$ cat config.mk
export PLATFORM = sky130hd
export DESIGN_NAME = ccff_chain_loader
export DESIGN_NICKNAME = d
export VERILOG_FILES = /design/src/rtl/ccff_chain_loader.sv
export SDC_FILE = /design/constraint.sdc
export NUM_CORES = 1
export LEC_CHECK = 0
export ABC_AREA = 1
export BUFFER_PORTS_ARGS = -buffer_cell sky130_fd_sc_hd__buf_2
export CAP_MARGIN = 10
export CORE_MARGIN = 1
export CORE_UTILIZATION = 59
export DETAILED_ROUTE_END_ITERATION = 12
export GPL_TIMING_DRIVEN = 0
export PLACE_DENSITY = 0.83
export SLEW_MARGIN = 20
export SYNTH_ARGS = -nofsm -noshare
export SYNTH_HDL_FRONTEND = slang
export SYNTH_SLANG_ARGS = --single-unit
$ cat constraint.sdc
create_clock -name prog_clk -period 4.2 [get_ports prog_clk]
set_input_delay 0.21 -clock prog_clk [delete_from_list [all_inputs] [get_ports prog_clk]]
set_output_delay 0.21 -clock prog_clk [all_outputs]
set_load 0.01 [all_outputs]
$ cat src/rtl/ccff_chain_loader.sv
// ccff_chain_loader
// Streams a host-supplied configuration bitstream, MSB-first, into a CCFF
// shift chain and drives the chain's shift-enable.
// Optional macro CCFF_CHAIN_LOADER_VERIFY_EN adds a second pass that re-sends
// the bitstream and compares ccff_tail against ccff_head; any difference sets
// a sticky mismatch flag. Without the macro the loader runs a single pass
// and mismatch is tied low.
//
// Handshake: a word moves from host to loader on a prog_clk rising edge where
// word_valid and word_ready are both 1. word_ready is high only in FETCH, and
// word_valid is ignored in every other state.
module ccff_chain_loader #(
    parameter int CHAIN_LEN = 36,
    parameter int WORD_W    = 8
) (
    input  logic              prog_clk,
    input  logic              pReset_n,
    input  logic              start,
    input  logic [WORD_W-1:0] word_in,
    input  logic              word_valid,
    output logic              word_ready,
    output logic              ccff_head,
    output logic              ccff_shift_en,
    input  logic              ccff_tail,
    output logic              busy,
    output logic              done,
    output logic              mismatch,
    output logic [1:0]        dbg_state
);

    localparam int CNT_W = $clog2(CHAIN_LEN + 1);
    localparam int WB_W  = (WORD_W > 1) ? $clog2(WORD_W) : 1;

    localparam logic [CNT_W-1:0] CNT_LAST = CNT_W'(CHAIN_LEN - 1);
    localparam logic [CNT_W-1:0] CNT_MAX  = CNT_W'(CHAIN_LEN);
    localparam logic [WB_W-1:0]  WB_LAST  = WB_W'(WORD_W - 1);

    localparam logic [1:0] S_IDLE  = 2'd0;
    localparam logic [1:0] S_FETCH = 2'd1;
    localparam logic [1:0] S_SHIFT = 2'd2;
    localparam logic [1:0] S_DONE  = 2'd3;

    logic [1:0]        r_state;
    logic [1:0]        w_state_nxt;
    logic [WORD_W-1:0] r_sr;
    logic              r_head;
    logic              r_shift_en;
    logic [CNT_W-1:0]  r_bit_cnt;
    logic [WB_W-1:0]   r_word_bit;

    logic w_accept;
    logic w_last_bit;
    logic w_pass_end;
    logic w_first_pass_end;

    // A word is taken only in FETCH; the shift ends on the word's last bit or
    // on the chain's last bit, whichever comes first (partial last word).
    assign w_accept   = (r_state == S_FETCH) && word_valid;
    assign w_pass_end = (r_bit_cnt == CNT_LAST);
    assign w_last_bit = (r_word_bit == WB_LAST) || w_pass_end;

`ifdef CCFF_CHAIN_LOADER_VERIFY_EN
    logic r_pass2;
    logic r_mismatch;
    assign w_first_pass_end = (r_state == S_SHIFT) && w_pass_end && !r_pass2;
`else
    assign w_first_pass_end = 1'b0;
`endif

    // Next-state decode for the IDLE/FETCH/SHIFT/DONE sequence.
    always_comb begin
        w_state_nxt = r_state;
        case (r_state)
            S_IDLE:  if (start) w_state_nxt = S_FETCH;
            S_FETCH: if (w_accept) w_state_nxt = S_SHIFT;
            S_SHIFT: begin
                if (w_last_bit) begin
                    if (!w_pass_end)           w_state_nxt = S_FETCH;
                    else if (w_first_pass_end) w_state_nxt = S_FETCH;
                    else                       w_state_nxt = S_DONE;
                end
            end
            default: w_state_nxt = S_IDLE;
        endcase
    end

    // State register.
    always_ff @(posedge prog_clk or negedge pReset_n) begin
        if (!pReset_n) r_state <= S_IDLE;
        else           r_state <= w_state_nxt;
    end

    // Shift register, serial outputs and bit counters. ccff_head and
    // ccff_shift_en are loaded on the edge that enters each SHIFT cycle so
    // they are registered yet line up with the SHIFT state.
    always_ff @(posedge prog_clk or negedge pReset_n) begin
        if (!pReset_n) begin
            r_sr       <= '0;
            r_head     <= 1'b0;
            r_shift_en <= 1'b0;
            r_bit_cnt  <= '0;
            r_word_bit <= '0;
        end else begin
            r_head     <= 1'b0;
            r_shift_en <= 1'b0;
            case (r_state)
                S_IDLE: begin
                    if (start) begin
                        r_bit_cnt  <= '0;
                        r_word_bit <= '0;
                    end
                end
                S_FETCH: begin
                    if (w_accept) begin
                        r_sr       <= word_in << 1;
                        r_head     <= word_in[WORD_W-1];
                        r_shift_en <= 1'b1;
                        r_word_bit <= '0;
                    end
                end
                S_SHIFT: begin
                    if (w_first_pass_end)
                        r_bit_cnt <= '0;
                    else if (r_bit_cnt != CNT_MAX)
                        r_bit_cnt <= r_bit_cnt + 1'b1;
                    if (w_last_bit) begin
                        r_word_bit <= '0;
                    end else begin
                        r_head     <= r_sr[WORD_W-1];
                        r_sr       <= r_sr << 1;
                        r_shift_en <= 1'b1;
                        r_word_bit <= r_word_bit + 1'b1;
                    end
                end
                default: ;
            endcase
        end
    end

`ifdef CCFF_CHAIN_LOADER_VERIFY_EN
    // Pass tracking and sticky tail-vs-head compare during the second pass.
    always_ff @(posedge prog_clk or negedge pReset_n) begin
        if (!pReset_n) begin
            r_pass2    <= 1'b0;
            r_mismatch <= 1'b0;
        end else begin
            if (r_state == S_IDLE && start) begin
                r_pass2    <= 1'b0;
                r_mismatch <= 1'b0;
            end
            if (r_state == S_SHIFT && r_pass2 && (ccff_tail != r_head))
                r_mismatch <= 1'b1;
            if (w_first_pass_end && w_last_bit)
                r_pass2 <= 1'b1;
        end
    end
    assign mismatch = r_mismatch;
`else
    logic w_unused_tail;
    assign w_unused_tail = ccff_tail;
    assign mismatch      = 1'b0;
`endif

    assign word_ready    = (r_state == S_FETCH);
    assign busy          = (r_state != S_IDLE);
    assign done          = (r_state == S_DONE);
    assign ccff_head     = r_head;
    assign ccff_shift_en = r_shift_en;
    assign dbg_state     = r_state;

endmodule

==> qor.yml <==
run_status:
  status: "complete, no violations"
clock_network:
  cts_htree_levels: 1
  cts-resized-gates: 0
  clk_pin_slew_worst_paths_ns: 0.12
  post_cts_buffers: 0
  cts_root_buf: "clkbuf_4"
  cts_buffer_depth: 2
  cts_buffers: 3
  cts_tree: "yes"
  worstSkewPairLatency_ns: 0.30
  numClockSinks: 20
die:
  die_w_um: 47.6
  ioPinCount: 21
  start_util_pct: 62.6
  row_count: 16
  die_area_um2: 2270
  coreArea_um2: 1960
  die_h_um: 47.6
place:
  place_ws_ns: 2.50
  dp.cells: 208
  placed_area_um2: 1350
  gp_congestion: 0.808
  hpwlAfterDp_mm: 1.82
  numPortBuffers: 18
route:
  drc: 0
  ant_nets: 0
  wirelength_mm: 2.48
  via_per_inst: 5.17
  wire_per_inst_um: 11.6
  drtIter0Drc: 22
  first_pass_iters: 4
  vias: 1102
global_route:
  grt_use_total_pct: 24.5
  grt_antenna_before_repair: 0
  grt.overflow.total: 0
  grt_pass1_vias: 949
  grt_pass1_wl_mm: 3.88
  grt_max_degree: 21
synthesis:
  synth_area_per_cell_um2: 7.53
  ys.flop_type: "dfrtp_1"
  ys_top_cells_by_area: "dfrtp_1 41%, nand2_1 19%, ha_1 9.2%"
  syn_area_um2: 1230
  ys_seq_elements: 20
  yosysSeqAreaShare_pct: 40.8
  synth_edf_count: 0
  synth_commonest_cells: "61 x nand2_1, 21 x nand3_1, 20 x dfrtp_1, 13 x inv_1, 10 x nor2_1"
  synthXorXnorAreaFrac_pct: 0.714
  synthAdderAreaFrac_pct: 9.17
  yosys.cell_count.top_type: "nand2_1"
  syn-num-nets: 185
  syn_inst: 163
  netlist.area_leader.share_pct: 40.8
  ys.warnings.count: 0
  synth_compound_area_share_pct: 4.49
  yosysUniqueCellTypes: 21
  synthArstFlopShare_pct: 100
  yosys.area_share.simple_pct: 37.7
  synth_top_area_cell: "dfrtp_1"
  muxShareOfSynthArea_pct: 0
  synth_top_family_by_area: "simple AND/OR/NAND/NOR gates"
finish:
  finalNetCount: 209
  final_cells: 213
  multiInputGateArea_um2: 643
  area_growth_pct: 13.9
  final_util_pct: 71.2
  n_antenna_cell: 0
  postLayoutCellArea_um2: 1400
  fillers: 174
  seqCellArea_um2: 500
  drive_gt1_share_pct: 19.4
setup_path:
  slowest_stage: "dfrtp_1"
  required_ns: 4.40
  crit_arrival_ns: 1.93
  max_stage_delay_ns: 0.49
  worstPathCellList: "inv_1, ha_1, inv_2, nor2_4, nand2_4, nand2_4, nand2_4, nand2_1, nand2_1"
  timing.critical_path.mode_cell: "nand2_4"
  crit_family: "simple AND/OR/NAND/NOR gates"
  cp_max_fo: 10
  reg2reg_setup_slack_ns: 2.47
  endpoint_kind: "register"
  cp_num_buf_inv: 2
  critical_path_class: "reg2reg"
  cp-start-kind: "register"
power:
  power.density_nw_per_um2: 585
  p_total_uw: 818
  leakage_nw: 0.762
  vdd_drop_max_mv: 0.444
timing:
  fin_crit_sh_pct: 41.2
  rsz0062_at_grt: "false"
  finalHoldWorstSlack_ns: 0.154
  slew_viol_final: 0
  fin_skew_ns: 0.00823
  min_period_ns: 1.73
  hold_viol: 0
  fin_ws_ns: 2.47
  fmax_mhz: 578
  fin_setup_tns_ns: 0
  setup_viol: 0
worst_hold_path:
  hp-class: "in2reg"
job:
  max-cap-violations: 0
cells in the final DEF, fill, tap and decap left out, drive strengths merged:
master / instances
conb: 1
or2: 1
xor2: 1
dfrtp: 20
nand4: 2
clkbuf: 4
inv: 16
nand3: 22
a21oi: 3
ha: 9
o21ai: 8
nor2: 13
dlygate4sd3: 1
buf: 21
nand2: 64
state kept, by name, indices dropped and copies added, names as in the netlist:
signal and flops:
r_bit_cnt 6, ccff_shift_en 1, dbg_state 2, r_sr 7, r_word_bit 3, ccff_head 1
kinds of logic after synthesis:
logic type | after synthesis
AND/OR/NAND/NOR | 102
buffers and inverters | 19
other | 1
AO/OA/AOI/OAI | 11
XOR/XNOR | 1
adder cells (fa/ha/maj) | 9
flip-flops | 20
layout make-up:
| type | count | area share, % |
|---|---|---|
| plain buffers | 3 | 1.70 |
| clock buffers | 4 | 2.60 |
| inverters | 16 | 4.30 |
| multi-input cells | 124 | 46.0 |
| flip-flops and latches | 20 | 35.8 |
| well taps | 27 | 2.42 |
| repair buffers | 19 | 7.16 |
repair_timing:
item,4_1_cts,5_1_grt
endpoints found under the setup margin,0,0
hold buffers,1,0
hold endpoints to repair,20,0
worst reg2reg max path, cell delays in order, from the launching register on:
cell,delay [ns]
dfrtp_1,0.49
inv_1,0.12
ha_1,0.30
inv_2,0.16
nor2_4,0.15
nand2_4,0.09
nand2_4,0.11
nand2_4,0.09
nand2_1,0.08
nand2_1,0.05
final timing paths:
kind,startpoint,to,depth (start not counted)
setup / recovery,dbg_state[0]$_DFFE_PN0P_,r_sr[1]$_DFFE_PN0P_,9
hold / removal,word_in[0],r_sr[1]$_DFFE_PN0P_,3
setup reg to reg,dbg_state[0]$_DFFE_PN0P_,r_sr[1]$_DFFE_PN0P_,9
hold reg to reg,r_sr[3]$_DFFE_PN0P_,r_sr[3]$_DFFE_PN0P_,2
max in group asynchronous,pReset_n,r_sr[1]$_DFFE_PN0P_,2
min in group asynchronous,pReset_n,r_bit_cnt[5]$_DFFE_PN0P_,2
report_power, final:
group          leakage [nW]  switching [mW]  internal, mW  total (mW)
Combinational         0.476           0.267         0.138       0.406
Sequential            0.265          0.0455         0.251       0.296
Clock                0.0210          0.0632        0.0529       0.116
Total                 0.762           0.376         0.442       0.818
routing by layer:
layer / part of all wire, % / global-route usage [%]
met1: 49 / 31.9
met2: 46 / 42.7
met3: 3.3 / 3.40
met4: 1.4 / 6.67
met5: 0 / 0
(Power assumes the default switching activity.)
